**config.mk**
```make
export PLATFORM = sky130hd
export DESIGN_NAME = axi_master_arbiter_flat
export DESIGN_NICKNAME = d
export VERILOG_FILES = /design/src/rtl/axi_master_arbiter_pkg.sv /design/src/rtl/axi_master_arbiter_if.sv /design/src/rtl/axi_master_arbiter_rr_arbiter.sv /design/src/rtl/axi_master_arbiter.sv /design/src/flat_wrapper.sv
export SDC_FILE = /design/constraint.sdc
export NUM_CORES = 1
export LEC_CHECK = 0
export BUFFER_PORTS_ARGS = -buffer_cell sky130_fd_sc_hd__buf_2
export CORE_AREA = 2 2 299 301
export DETAILED_ROUTE_END_ITERATION = 8
export DIE_AREA = 0 0 301 303
export PLACE_DENSITY = 0.3
export SLEW_MARGIN = 20
export SYNTH_ARGS = -nofsm -noshare
export SYNTH_HDL_FRONTEND = slang
export SYNTH_SLANG_ARGS = --single-unit
```
**constraint.sdc**
```tcl
create_clock -name aclk -period 4.1 [get_ports aclk]
set_input_delay 0.82 -clock aclk [delete_from_list [all_inputs] [get_ports aclk]]
set_output_delay 0.82 -clock aclk [all_outputs]
set_load 0.02 [all_outputs]
```
**src/rtl/axi_master_arbiter_pkg.sv**
```systemverilog
`default_nettype none
// =============================================================================
// Module      : axi_master_arbiter_pkg
// Description : Shared master IDs, FSM state encoding and AXI3 bundle types
//               for the cache-side AXI master arbiter.
// Revision    : 1.0 - initial release
// =============================================================================
package axi_master_arbiter_pkg;

    localparam int ID_ICACHE   = 0;
    localparam int ID_DCACHE   = 1;
    localparam int ID_UNCACHED = 2;
    localparam int ID_IDX_W    = 2;

    typedef enum logic [2:0] {
        AR_IDLE = 3'd0,
        AR_BUSY = 3'd1,
        W_IDLE  = 3'd2,
        W_ADDR  = 3'd3,
        W_DATA  = 3'd4,
        W_RESP  = 3'd5
    } arb_state_e;

    typedef struct packed {
        logic        valid;
        logic [31:0] addr;
        logic [3:0]  len;
        logic [2:0]  size;
        logic [1:0]  burst;
        logic [1:0]  lock;
        logic [3:0]  cache;
        logic [2:0]  prot;
    } axi_ax_t;

    typedef struct packed {
        logic        valid;
        logic [31:0] data;
        logic [3:0]  strb;
        logic        last;
    } axi_w_t;

    typedef struct packed {
        logic        valid;
        logic [31:0] data;
        logic [1:0]  resp;
        logic        last;
    } axi_r_t;

    typedef struct packed {
        logic       valid;
        logic [1:0] resp;
    } axi_b_t;

    typedef struct packed {
        axi_ax_t ar;
        axi_ax_t aw;
        axi_w_t  w;
        logic    rready;
        logic    bready;
    } axi_req_t;

    typedef struct packed {
        logic   arready;
        logic   awready;
        logic   wready;
        axi_r_t r;
        axi_b_t b;
    } axi_resp_t;

    function automatic logic [ID_IDX_W-1:0] next_idx(input logic [ID_IDX_W-1:0] idx,
                                                     input int n);
        return ID_IDX_W'((int'(idx) + 1) % n);
    endfunction

endpackage
`default_nettype wire

```
**src/rtl/axi_master_arbiter_if.sv**
```systemverilog
`default_nettype none
// =============================================================================
// Module      : axi_master_arbiter_if
// Description : Bundle of per-master and merged AXI signals; the master modport
//               is the arbiter view, the slave modport the surrounding system.
// Revision    : 1.0 - initial release
// =============================================================================
interface axi_master_arbiter_if
    import axi_master_arbiter_pkg::*;
#(
    parameter int NUM_MASTERS = 3,
    parameter int BUS_WIDTH   = 4
);
    axi_req_t               s_req  [NUM_MASTERS];
    axi_resp_t              s_resp [NUM_MASTERS];
    axi_req_t               m_req;
    logic [BUS_WIDTH-1:0]   m_arid;
    logic [BUS_WIDTH-1:0]   m_awid;
    logic [BUS_WIDTH-1:0]   m_wid;
    axi_resp_t              m_resp;
    logic [BUS_WIDTH-1:0]   m_rid;
    logic [BUS_WIDTH-1:0]   m_bid;

    modport master (
        input  s_req, m_resp, m_rid, m_bid,
        output s_resp, m_req, m_arid, m_awid, m_wid
    );

    modport slave (
        output s_req, m_resp, m_rid, m_bid,
        input  s_resp, m_req, m_arid, m_awid, m_wid
    );
endinterface
`default_nettype wire

```
**src/rtl/axi_master_arbiter_rr_arbiter.sv**
```systemverilog
`default_nettype none
// =============================================================================
// Module      : axi_master_arbiter_rr_arbiter
// Description : Combinational request arbiter: round-robin from ptr, or fixed
//               dcache > uncached > icache when AXI_ARB_FIXED_PRIO_EN is set.
// Revision    : 1.0 - initial release
// =============================================================================
module axi_master_arbiter_rr_arbiter
    import axi_master_arbiter_pkg::*;
#(
    parameter int NUM_MASTERS = 3
)
(
    input  logic [NUM_MASTERS-1:0] req,
`ifndef AXI_ARB_FIXED_PRIO_EN
    input  logic [ID_IDX_W-1:0]    ptr,
`endif
    output logic [NUM_MASTERS-1:0] grant,
    output logic [ID_IDX_W-1:0]    idx
);

`ifdef AXI_ARB_FIXED_PRIO_EN
    always_comb begin
        idx = '0;
        for (int i = NUM_MASTERS - 1; i >= 0; i--) begin
            if (req[i]) idx = ID_IDX_W'(i);
        end
        if (req[ID_UNCACHED]) idx = ID_IDX_W'(ID_UNCACHED);
        if (req[ID_DCACHE])   idx = ID_IDX_W'(ID_DCACHE);
    end
`else
    // Scanning offsets downward lets the candidate closest to ptr win last.
    always_comb begin
        logic [ID_IDX_W-1:0] w_cand;
        idx    = '0;
        w_cand = '0;
        for (int off = NUM_MASTERS - 1; off >= 0; off--) begin
            w_cand = ID_IDX_W'((int'(ptr) + off) % NUM_MASTERS);
            if (req[w_cand]) idx = w_cand;
        end
    end
`endif

    assign grant = (|req) ? (NUM_MASTERS'(1) << idx) : '0;

endmodule
`default_nettype wire

```
**src/rtl/axi_master_arbiter.sv**
```systemverilog
`default_nettype none
// =============================================================================
// Module      : axi_master_arbiter
// Description : Merges icache/dcache/uncached AXI3 masters onto one port.
//               Build option: AXI_ARB_FIXED_PRIO_EN selects fixed priority.
// Revision    : 1.0 - initial release
// =============================================================================
module axi_master_arbiter
    import axi_master_arbiter_pkg::*;
#(
    parameter int NUM_MASTERS = 3,
    parameter int BUS_WIDTH   = 4
)
(
    input  logic                 aclk,
    input  logic                 reset_n,
    axi_master_arbiter_if.master bus
);

    arb_state_e             r_ar_state, w_ar_state_nxt;
    arb_state_e             r_w_state,  w_w_state_nxt;
    logic [ID_IDX_W-1:0]    r_g_r, w_g_r_nxt;
    logic [ID_IDX_W-1:0]    r_g_w, w_g_w_nxt;
`ifndef AXI_ARB_FIXED_PRIO_EN
    logic [ID_IDX_W-1:0]    r_rr_ar, w_rr_ar_nxt;
    logic [ID_IDX_W-1:0]    r_rr_aw, w_rr_aw_nxt;
`endif

    logic [NUM_MASTERS-1:0] w_ar_req, w_aw_req, w_ar_grant, w_aw_grant;
    logic [ID_IDX_W-1:0]    w_ar_idx, w_aw_idx, w_rk;
    axi_req_t               w_m_req;
    axi_resp_t              w_s_resp [NUM_MASTERS];
    logic [BUS_WIDTH-1:0]   w_arid, w_awid, w_wid;

    for (genvar i = 0; i < NUM_MASTERS; i++) begin : g_master
        assign w_ar_req[i]   = bus.s_req[i].ar.valid;
        assign w_aw_req[i]   = bus.s_req[i].aw.valid;
        assign bus.s_resp[i] = w_s_resp[i];
    end

    axi_master_arbiter_rr_arbiter #(.NUM_MASTERS(NUM_MASTERS)) u_ar_arb (
        .req   (w_ar_req),
`ifndef AXI_ARB_FIXED_PRIO_EN
        .ptr   (r_rr_ar),
`endif
        .grant (w_ar_grant),
        .idx   (w_ar_idx)
    );

    axi_master_arbiter_rr_arbiter #(.NUM_MASTERS(NUM_MASTERS)) u_aw_arb (
        .req   (w_aw_req),
`ifndef AXI_ARB_FIXED_PRIO_EN
        .ptr   (r_rr_aw),
`endif
        .grant (w_aw_grant),
        .idx   (w_aw_idx)
    );

    assign w_rk        = bus.m_rid[ID_IDX_W-1:0];
    assign bus.m_req   = w_m_req;
    assign bus.m_arid  = w_arid;
    assign bus.m_awid  = w_awid;
    assign bus.m_wid   = w_wid;

    always_ff @(posedge aclk or negedge reset_n) begin
        if (!reset_n) begin
            r_ar_state <= AR_IDLE;
            r_w_state  <= W_IDLE;
            r_g_r      <= '0;
            r_g_w      <= '0;
`ifndef AXI_ARB_FIXED_PRIO_EN
            r_rr_ar    <= '0;
            r_rr_aw    <= '0;
`endif
        end else begin
            r_ar_state <= w_ar_state_nxt;
            r_w_state  <= w_w_state_nxt;
            r_g_r      <= w_g_r_nxt;
            r_g_w      <= w_g_w_nxt;
`ifndef AXI_ARB_FIXED_PRIO_EN
            r_rr_ar    <= w_rr_ar_nxt;
            r_rr_aw    <= w_rr_aw_nxt;
`endif
        end
    end

    always_comb begin
        w_ar_state_nxt = r_ar_state;
        w_w_state_nxt  = r_w_state;
        w_g_r_nxt      = r_g_r;
        w_g_w_nxt      = r_g_w;
`ifndef AXI_ARB_FIXED_PRIO_EN
        w_rr_ar_nxt    = r_rr_ar;
        w_rr_aw_nxt    = r_rr_aw;
`endif
        w_m_req = '0;
        w_arid  = '0;
        w_awid  = '0;
        w_wid   = '0;
        for (int i = 0; i < NUM_MASTERS; i++) w_s_resp[i] = '0;

        // R beats follow their ID alone; IDs with no owner are drained.
        if (int'(w_rk) < NUM_MASTERS) begin
            w_s_resp[w_rk].r = bus.m_resp.r;
            w_m_req.rready   = bus.s_req[w_rk].rready;
        end else begin
            w_m_req.rready   = 1'b1;
        end

        case (r_ar_state)
            AR_IDLE: begin
                if (|w_ar_grant) begin
                    w_g_r_nxt      = w_ar_idx;
                    w_ar_state_nxt = AR_BUSY;
                end
            end
            AR_BUSY: begin
                w_m_req.ar              = bus.s_req[r_g_r].ar;
                w_arid                  = BUS_WIDTH'(r_g_r);
                w_s_resp[r_g_r].arready = bus.m_resp.arready;
                if (w_m_req.ar.valid && bus.m_resp.arready) begin
                    w_ar_state_nxt = AR_IDLE;
`ifndef AXI_ARB_FIXED_PRIO_EN
                    w_rr_ar_nxt    = next_idx(r_g_r, NUM_MASTERS);
`endif
                end
            end
            default: w_ar_state_nxt = AR_IDLE;
        endcase

        case (r_w_state)
            W_IDLE: begin
                if (|w_aw_grant) begin
                    w_g_w_nxt     = w_aw_idx;
                    w_w_state_nxt = W_ADDR;
                end
            end
            W_ADDR: begin
                w_m_req.aw              = bus.s_req[r_g_w].aw;
                w_awid                  = BUS_WIDTH'(r_g_w);
                w_s_resp[r_g_w].awready = bus.m_resp.awready;
                if (w_m_req.aw.valid && bus.m_resp.awready) w_w_state_nxt = W_DATA;
            end
            W_DATA: begin
                w_m_req.w              = bus.s_req[r_g_w].w;
                w_wid                  = BUS_WIDTH'(r_g_w);
                w_s_resp[r_g_w].wready = bus.m_resp.wready;
                if (w_m_req.w.valid && bus.m_resp.wready && w_m_req.w.last)
                    w_w_state_nxt = W_RESP;
            end
            W_RESP: begin
                w_m_req.bready    = bus.s_req[r_g_w].bready;
                w_s_resp[r_g_w].b = bus.m_resp.b;
                if (bus.m_resp.b.valid && w_m_req.bready) begin
                    w_w_state_nxt = W_IDLE;
`ifndef AXI_ARB_FIXED_PRIO_EN
                    w_rr_aw_nxt   = next_idx(r_g_w, NUM_MASTERS);
`endif
                end
            end
            default: w_w_state_nxt = W_IDLE;
        endcase
    end

    // A B response is always handed to the write owner; a foreign BID is flagged.
    a_bid_matches_owner: assert property (@(posedge aclk) disable iff (!reset_n)
        (r_w_state == W_RESP && bus.m_resp.b.valid) |-> (bus.m_bid == BUS_WIDTH'(r_g_w)));

endmodule
`default_nettype wire

```
**src/flat_wrapper.sv**
```systemverilog
// flat-port wrapper written by rule: the top's interface ports become plain ports
module axi_master_arbiter_flat import axi_master_arbiter_pkg::*;
#(
    parameter int NUM_MASTERS = 3,
    parameter int BUS_WIDTH   = 4
)
  (aclk, reset_n, bus_s_req, bus_m_resp, bus_m_rid, bus_m_bid, bus_s_resp, bus_m_req, bus_m_arid, bus_m_awid, bus_m_wid);
  axi_master_arbiter_if #(.NUM_MASTERS(NUM_MASTERS), .BUS_WIDTH(BUS_WIDTH)) bus_i ();
  input  logic aclk;
  input  logic reset_n;
  input wire logic [$bits(bus_i.s_req)-1:0] bus_s_req;
  input wire logic [$bits(bus_i.m_resp)-1:0] bus_m_resp;
  input wire logic [$bits(bus_i.m_rid)-1:0] bus_m_rid;
  input wire logic [$bits(bus_i.m_bid)-1:0] bus_m_bid;
  output wire logic [$bits(bus_i.s_resp)-1:0] bus_s_resp;
  output wire logic [$bits(bus_i.m_req)-1:0] bus_m_req;
  output wire logic [$bits(bus_i.m_arid)-1:0] bus_m_arid;
  output wire logic [$bits(bus_i.m_awid)-1:0] bus_m_awid;
  output wire logic [$bits(bus_i.m_wid)-1:0] bus_m_wid;
  assign bus_i.s_req = {>>{bus_s_req}};
  assign bus_i.m_resp = bus_m_resp;
  assign bus_i.m_rid = bus_m_rid;
  assign bus_i.m_bid = bus_m_bid;
  assign bus_s_resp = {>>{bus_i.s_resp}};
  assign bus_m_req = bus_i.m_req;
  assign bus_m_arid = bus_i.m_arid;
  assign bus_m_awid = bus_i.m_awid;
  assign bus_m_wid = bus_i.m_wid;
  axi_master_arbiter #(.NUM_MASTERS(NUM_MASTERS), .BUS_WIDTH(BUS_WIDTH)) u_core (.aclk(aclk), .reset_n(reset_n), .bus(bus_i));
endmodule
```
; Word level (Yosys, flattened, before mapping)
; Index checks and enable logic that the tools add are counted.
[totals]
register_bits = 14
latch_bits = 0
mem_bits_rw = 0
romBits = 0
inputBits = 478
out_inout_bits = 280
wordCells = 131
n_memories = 0
[op_classes]
n_addsub = 6
multipliers = 0
div_mod_pow = 8
magnitude_cmp = 13
eq_ne = 11
n_shift = 2
mux = 62
n_bitwise = 4
n_reduce_logical = 19
[ops]
columns = op, n
row1 = binary-select mux 142 bit (select 2 bit), 3
row2 = bitwise mux 126 bit, 4
row3 = demux 42 bit (select 2 bit), 5
row4 = case mux 126 bit (3 select lines), 1
row5 = two-way mux 142 bit, 2
row6 = two-way mux 126 bit, 2
row7 = "remainder unit 32 x 3 -> 32 bit, second input constant", 6
row8 = two-way mux 91 bit, 2
row9 = AND 126 bit, 1
row10 = two-way mux 51 bit, 2
row11 = "remainder unit 3 x 3 -> 32 bit, second input constant", 2
row12 = two-way mux 42 bit, 1
row13 = two-way mux 41 bit, 1
row14 = two-way mux 40 bit, 1
row15 = two-way mux 39 bit, 1
row16 = two-way mux 38 bit, 1
row17 = two-way mux 3 bit, 9
row18 = two-way mux 2 bit, 11
row19 = "< comparator 2 x 3 -> 1 bit, second input constant", 6
row20 = "adder 2 x 1 -> 3 bit, second input constant", 4
row21 = binary-select mux 1 bit (select 2 bit), 6
row22 = "inequality test 2 x 1 -> 1 bit, second input constant", 6
row23 = case mux 3 bit (4 select lines), 1
row24 = OR reduction 3 bit, 4
row25 = 15 further kinds, 43

; Depth between registers and ports, before layout
[logic_depth]
ltp_word = 12
ltp_mapped = 7
depth_no_buf = 6

; By module
; A second synthesis with hierarchy kept.
[unflattened]
hier_cells = 919
hier_area_um2 = 5650.4
[modules_own_cells]
columns = mod, instances, cells_each, area_each_um2, seq_area_each_um2
row1 = axi_master_arbiter, 1, 853, 5154.9, 301.5
row2 = axi_master_arbiter_rr_arbiter, 2, 33, 247.7, 0.0

; Least setup slack after synthesis
; No wires, ideal clock.
[synth_path]
path_kind = input -> output
start = input bus_m_rid[1]
end = output bus_m_req[1]
t_arrival_ps = 1624
t_required_ps = 3280
slack_ps = 1656
path_stages = 4
n_path_buf = 2
path_cell_list = nor2b_1 -> clkbuf_1 -> clkbuf_1 -> a21oi_1
[synth_between]
elab_chain_cells = 5
elab_cells_between_ends = 6
cone_classes = 1 x order compare / 4 x mux / 1 x bitwise
[synth_lines]
columns = element, line
row1 = start: declaration, flat_wrapper.sv:13  ; input wire logic [$bits(bus_i.m_rid)-1:0] bus_m_rid;
row2 = NOT 2 -> 3 bit (implied by the code), axi_master_arbiter.sv:105  ; w_m_req.rready = bus.s_req[w_rk].rready;
row3 = binary-select mux 142 bit (select 2 bit), axi_master_arbiter.sv:105
row4 = two-way mux 2 bit (implied by the code) (2 in a row), axi_master_arbiter.sv:105
row5 = two-way mux 1 bit (*), axi_master_arbiter.sv:103  ; if (int'(w_rk) < NUM_MASTERS) begin
row6 = end: declaration, flat_wrapper.sv:16  ; output wire logic [$bits(bus_i.m_req)-1:0] bus_m_req;
; Mark *: on every way between the ends. The rest lies on a longest branch, timed or not. The select of a mux whose other input is x is not followed.

; Worst setup path after layout
[layout_path]
start = register u_core.r_g_w[0]
end = output bus_m_req[68]
[layout_between]
elab_chain_cells = 5
[layout_lines]
columns = element, line
row1 = start: declaration, axi_master_arbiter.sv:23  ; logic [ID_IDX_W-1:0] r_g_w, w_g_w_nxt;
row2 = start signal: assignment, axi_master_arbiter.sv:79  ; r_g_w <= w_g_w_nxt;
row3 = NOT 2 -> 3 bit (implied by the code), axi_master_arbiter.sv:139  ; w_m_req.aw = bus.s_req[r_g_w].aw;
row4 = binary-select mux 142 bit (select 2 bit), axi_master_arbiter.sv:139
row5 = two-way mux 91 bit (2 in a row), --
row6 = two-way mux 51 bit, axi_master_arbiter.sv:131  ; case (r_w_state)
; Every way passes these cells. The select of a mux whose other input is x is not followed.

==> impl_metrics.yaml <==
status:
  outcome: "complete, no violations"
power_and_ir_drop:
  switching_share_pct: 61.5
  clkPwrFrac_pct: 3.8
  combPwrFrac_pct: 88.6
  p_int_uw: 2030
  irDropWorstVdd_mv: 0.212
  sequentialPowerShare_pct: 7.6
  p_leak_uw: 0.00602
  power_density_nw_per_um2: 499
  p_sw_uw: 3230
cts:
  cts_root_buffer: "clkbuf_16"
  cts-hold-fix-buffers: 0
  post-cts-setup-buffers: 0
  clkLatencyLatePin_ns: 0.24
  htree_levels: 1
  cts.sinks: 12
  cts.repair.resized: 0
  clock_path_buffers: 2
  numCtsBuffers: 3
  cts.clk_slew.worst_paths_ns: 0.05
  cts_tree: "yes"
yosys:
  ys_seq_elements: 12
  yosysSeqAreaShare_pct: 5.64
  syn_inst: 876
  ys_warn_count: 0
  synth.avg_cell_area_um2: 6.10
  syn-cell-area_um2: 5350
  postSynth.asyncResetShare_pct: 100
  yosysUniqueCellTypes: 42
  synth_edf_count: 0
  synth.top_cells.by_area: "mux2i_1, nor2_1, a21oi_1"
  synth_top_area_share_pct: 26.4
  synth_top_cell_by_area: "mux2i_1"
  synth_top_flop_cell: "dfrtp_1"
global_route:
  grt_pass1_wl_um: 57700
  grt_max_degree: 64
  antenna_found_initial: 15
  grt_overflow: 0
  grt_util_all_layers_pct: 8.50
  grt_pass1_vias: 8456
final_layout:
  design_area_um2: 10500
  nets: 2067
  final_cells: 2743
  multiInputGateArea_um2: 4640
  drive_gt1_share_pct: 50.3
  nFillCells: 10500
  area_delta_synth_final_pct: 96.9
  ff_latch_area_um2: 314
sta:
  rsz0062_at_grt: "false"
  fin_tns_setup_ns: 0
  hold_violations: 0
  fin_skew_ns: 0.00109
  slew_headroom_pct: 47.7
  finalMaxSlewViolations: 0
  setup_viol: 0
  fin_crit_sh_pct: 80.7
  hold_slack_ns: 0.469
  fin_crit_ns: 3.31
  clock.fmax_mhz: 302
  finalWorstSetupSlack_ns: 0.792
  worstMarginPinSlew_ns: 0.784
floorplan:
  start_util_pct: 6.08
  die_h_um: 303
  core.rowCount: 109
  ios: 758
  coreArea_um2: 88000
  die_w_um: 301
  die_area_um2: 91200
worst_setup_path:
  critPathLaunchType: "flop"
  slowest_stage: "dfrtp_4"
  crit_top_cell: "nor2_1"
  cpPeakStageDelay_ns: 0.79
  cp.arrival_ns: 2.49
  critPathRequiredTime_ns: 3.28
  end_kind: "output port"
  crit_fanout: 29
  worstSetupPathType: "reg -> out"
  cp_cell_sequence: "buf_4, mux2i_1, nor2_1, a21oi_1, nor2_1, buf_2"
  reg2reg_slack_ns: 1.72
route:
  first_pass_iters: 4
  drt_iter0_drc: 429
  drcViolationCount: 0
  avgViaCountPerCell: 3.15
  routed_wl_um: 43700
  drtAntennaViolNets: 0
  num_vias: 8631
  wl_per_cell_um: 15.9
hold_path:
  min_path_type: "in -> async"
placed_design:
  port_buffers: 745
  dp.final_hpwl_um: 37800
  postPlaceCellArea_um2: 10400
  dp.cells: 2735
  gp_congestion: 0.770
  post-place-ws_ns: 0.973
run:
  maxCapViolCount: 0
## kinds of logic (layout without fill, tap and decap cells)
kind of cell               Yosys count  after routing  synth area share, %
buffers and inverters               95            788                 8.24
muxes                              147            147                 27.7
DFF                                 12             12                 5.64
other                                1             10               0.0701
and+or+nand+nor                    444            444                 38.6
AOI/OAI and AO/OA                  163            163                 16.5
adders and majority gates           14             14                 3.28
## power groups by stage
stage	sequential (µW)	clock [µW]	combinational (µW)
after floorplan	213	0	3190
after global placement	422	0	4790
after detailed placement	417	0	4740
after CTS	416	209	4760
after global routing	428	217	5090
final	401	200	4660
## area by class of cell
class                      count  share of cell area (%)
inverter                      16                   0.571
timing repair buffer         768                    37.5
antenna                        4                  0.0951
multi-input combinational    774                    44.1
clock buffer                   4                   0.844
sequential                    12                    2.98
tap                         1165                    13.8
## synthesized netlist by cell type, types with 5 or more instances
cell type  instances
and2_1           109
nor2_1           287
buf_1              9
nand2_1            6
buf_2             22
buf_4              9
a21oi_1          141
clkbuf_1          36
mux2i_1          141
and3_1            20
ha_1              14
inv_1             14
dfrtp_1           11
nor2b_1            5
## placed cells by master (no fill, tap or decap), types with 2 or more instances in the layout
master       n
buf_2      745
nor2_1     286
mux2i_1    141
a21oi_1    141
and2_1     109
and3_1      20
buf_4       19
inv_1       14
ha_1        14
dfrtp_1      7
nand2_1      6
conb_1       6
diode_2      4
o21ai_0      4
nor3_1       4
buf_12       4
nand3b_1     3
mux2_2       3
a31oi_1      3
mux2_1       3
clkbuf_16    3
dfrtp_4      3
nor2b_2      2
and3b_1      2
inv_2        2
nor2b_1      2
a211oi_1     2
o21a_1       2
a2111o_1     2
nand2b_1     2
o22ai_1      2
## worst max-delay path, delay by kind of cell (launching register included)
family | cells | cell delay [ns]
compound gates | 1 | 0.28
buf+inv | 2 | 0.74
flops | 1 | 0.79
mux | 1 | 0.25
simple gates | 2 | 0.11
## flip-flops by register name, summed over array words and instances, names as in the netlist
name	flops
u_core.r_rr_ar	2
u_core.r_ar_state	1
u_core.r_w_state	3
u_core.r_rr_aw	2
u_core.r_g_r	2
u_core.r_g_w	2
## worst paths after layout
path,startpoint,depth (start not counted),end
hold reg to reg,u_core.r_rr_aw[1]$_DFFE_PN0P_,1,u_core.r_rr_aw[1]$_DFFE_PN0P_
min in group aclk,u_core.r_rr_aw[1]$_DFFE_PN0P_,1,u_core.r_rr_aw[1]$_DFFE_PN0P_
max in group asynchronous,reset_n,1,u_core.r_w_state[1]$_DFFE_PN1P_
setup / recovery,u_core.r_g_w[0]$_DFFE_PN0P_,6,bus_m_req[68]
setup reg to reg,u_core.r_g_w[0]$_DFFE_PN0P_,4,u_core.r_w_state[0]$_DFFE_PN0P_
hold / removal,reset_n,1,u_core.r_rr_ar[1]$_DFFE_PN0P_
## layer usage
metal / vias up / track usage (%) / routed length (µm)
met5: - / 0 / 46
li1: 4311 / - / -
met1: 3879 / 9.46 / 16600
met4: 8 / 1.67 / 717
met2: 399 / 16.5 / 23300
met3: 34 / 1.79 / 3110
## per-stage QoR
step | utilization [%] | total power (µW)
after floorplan | - | 3400
after global placement | 11.9 | 5220
after detailed placement | 11.9 | 5160
after CTS | 12.0 | 5390
after global routing | 12.0 | 5730
final | 12.0 | 5260
(Power assumes the default switching activity.)
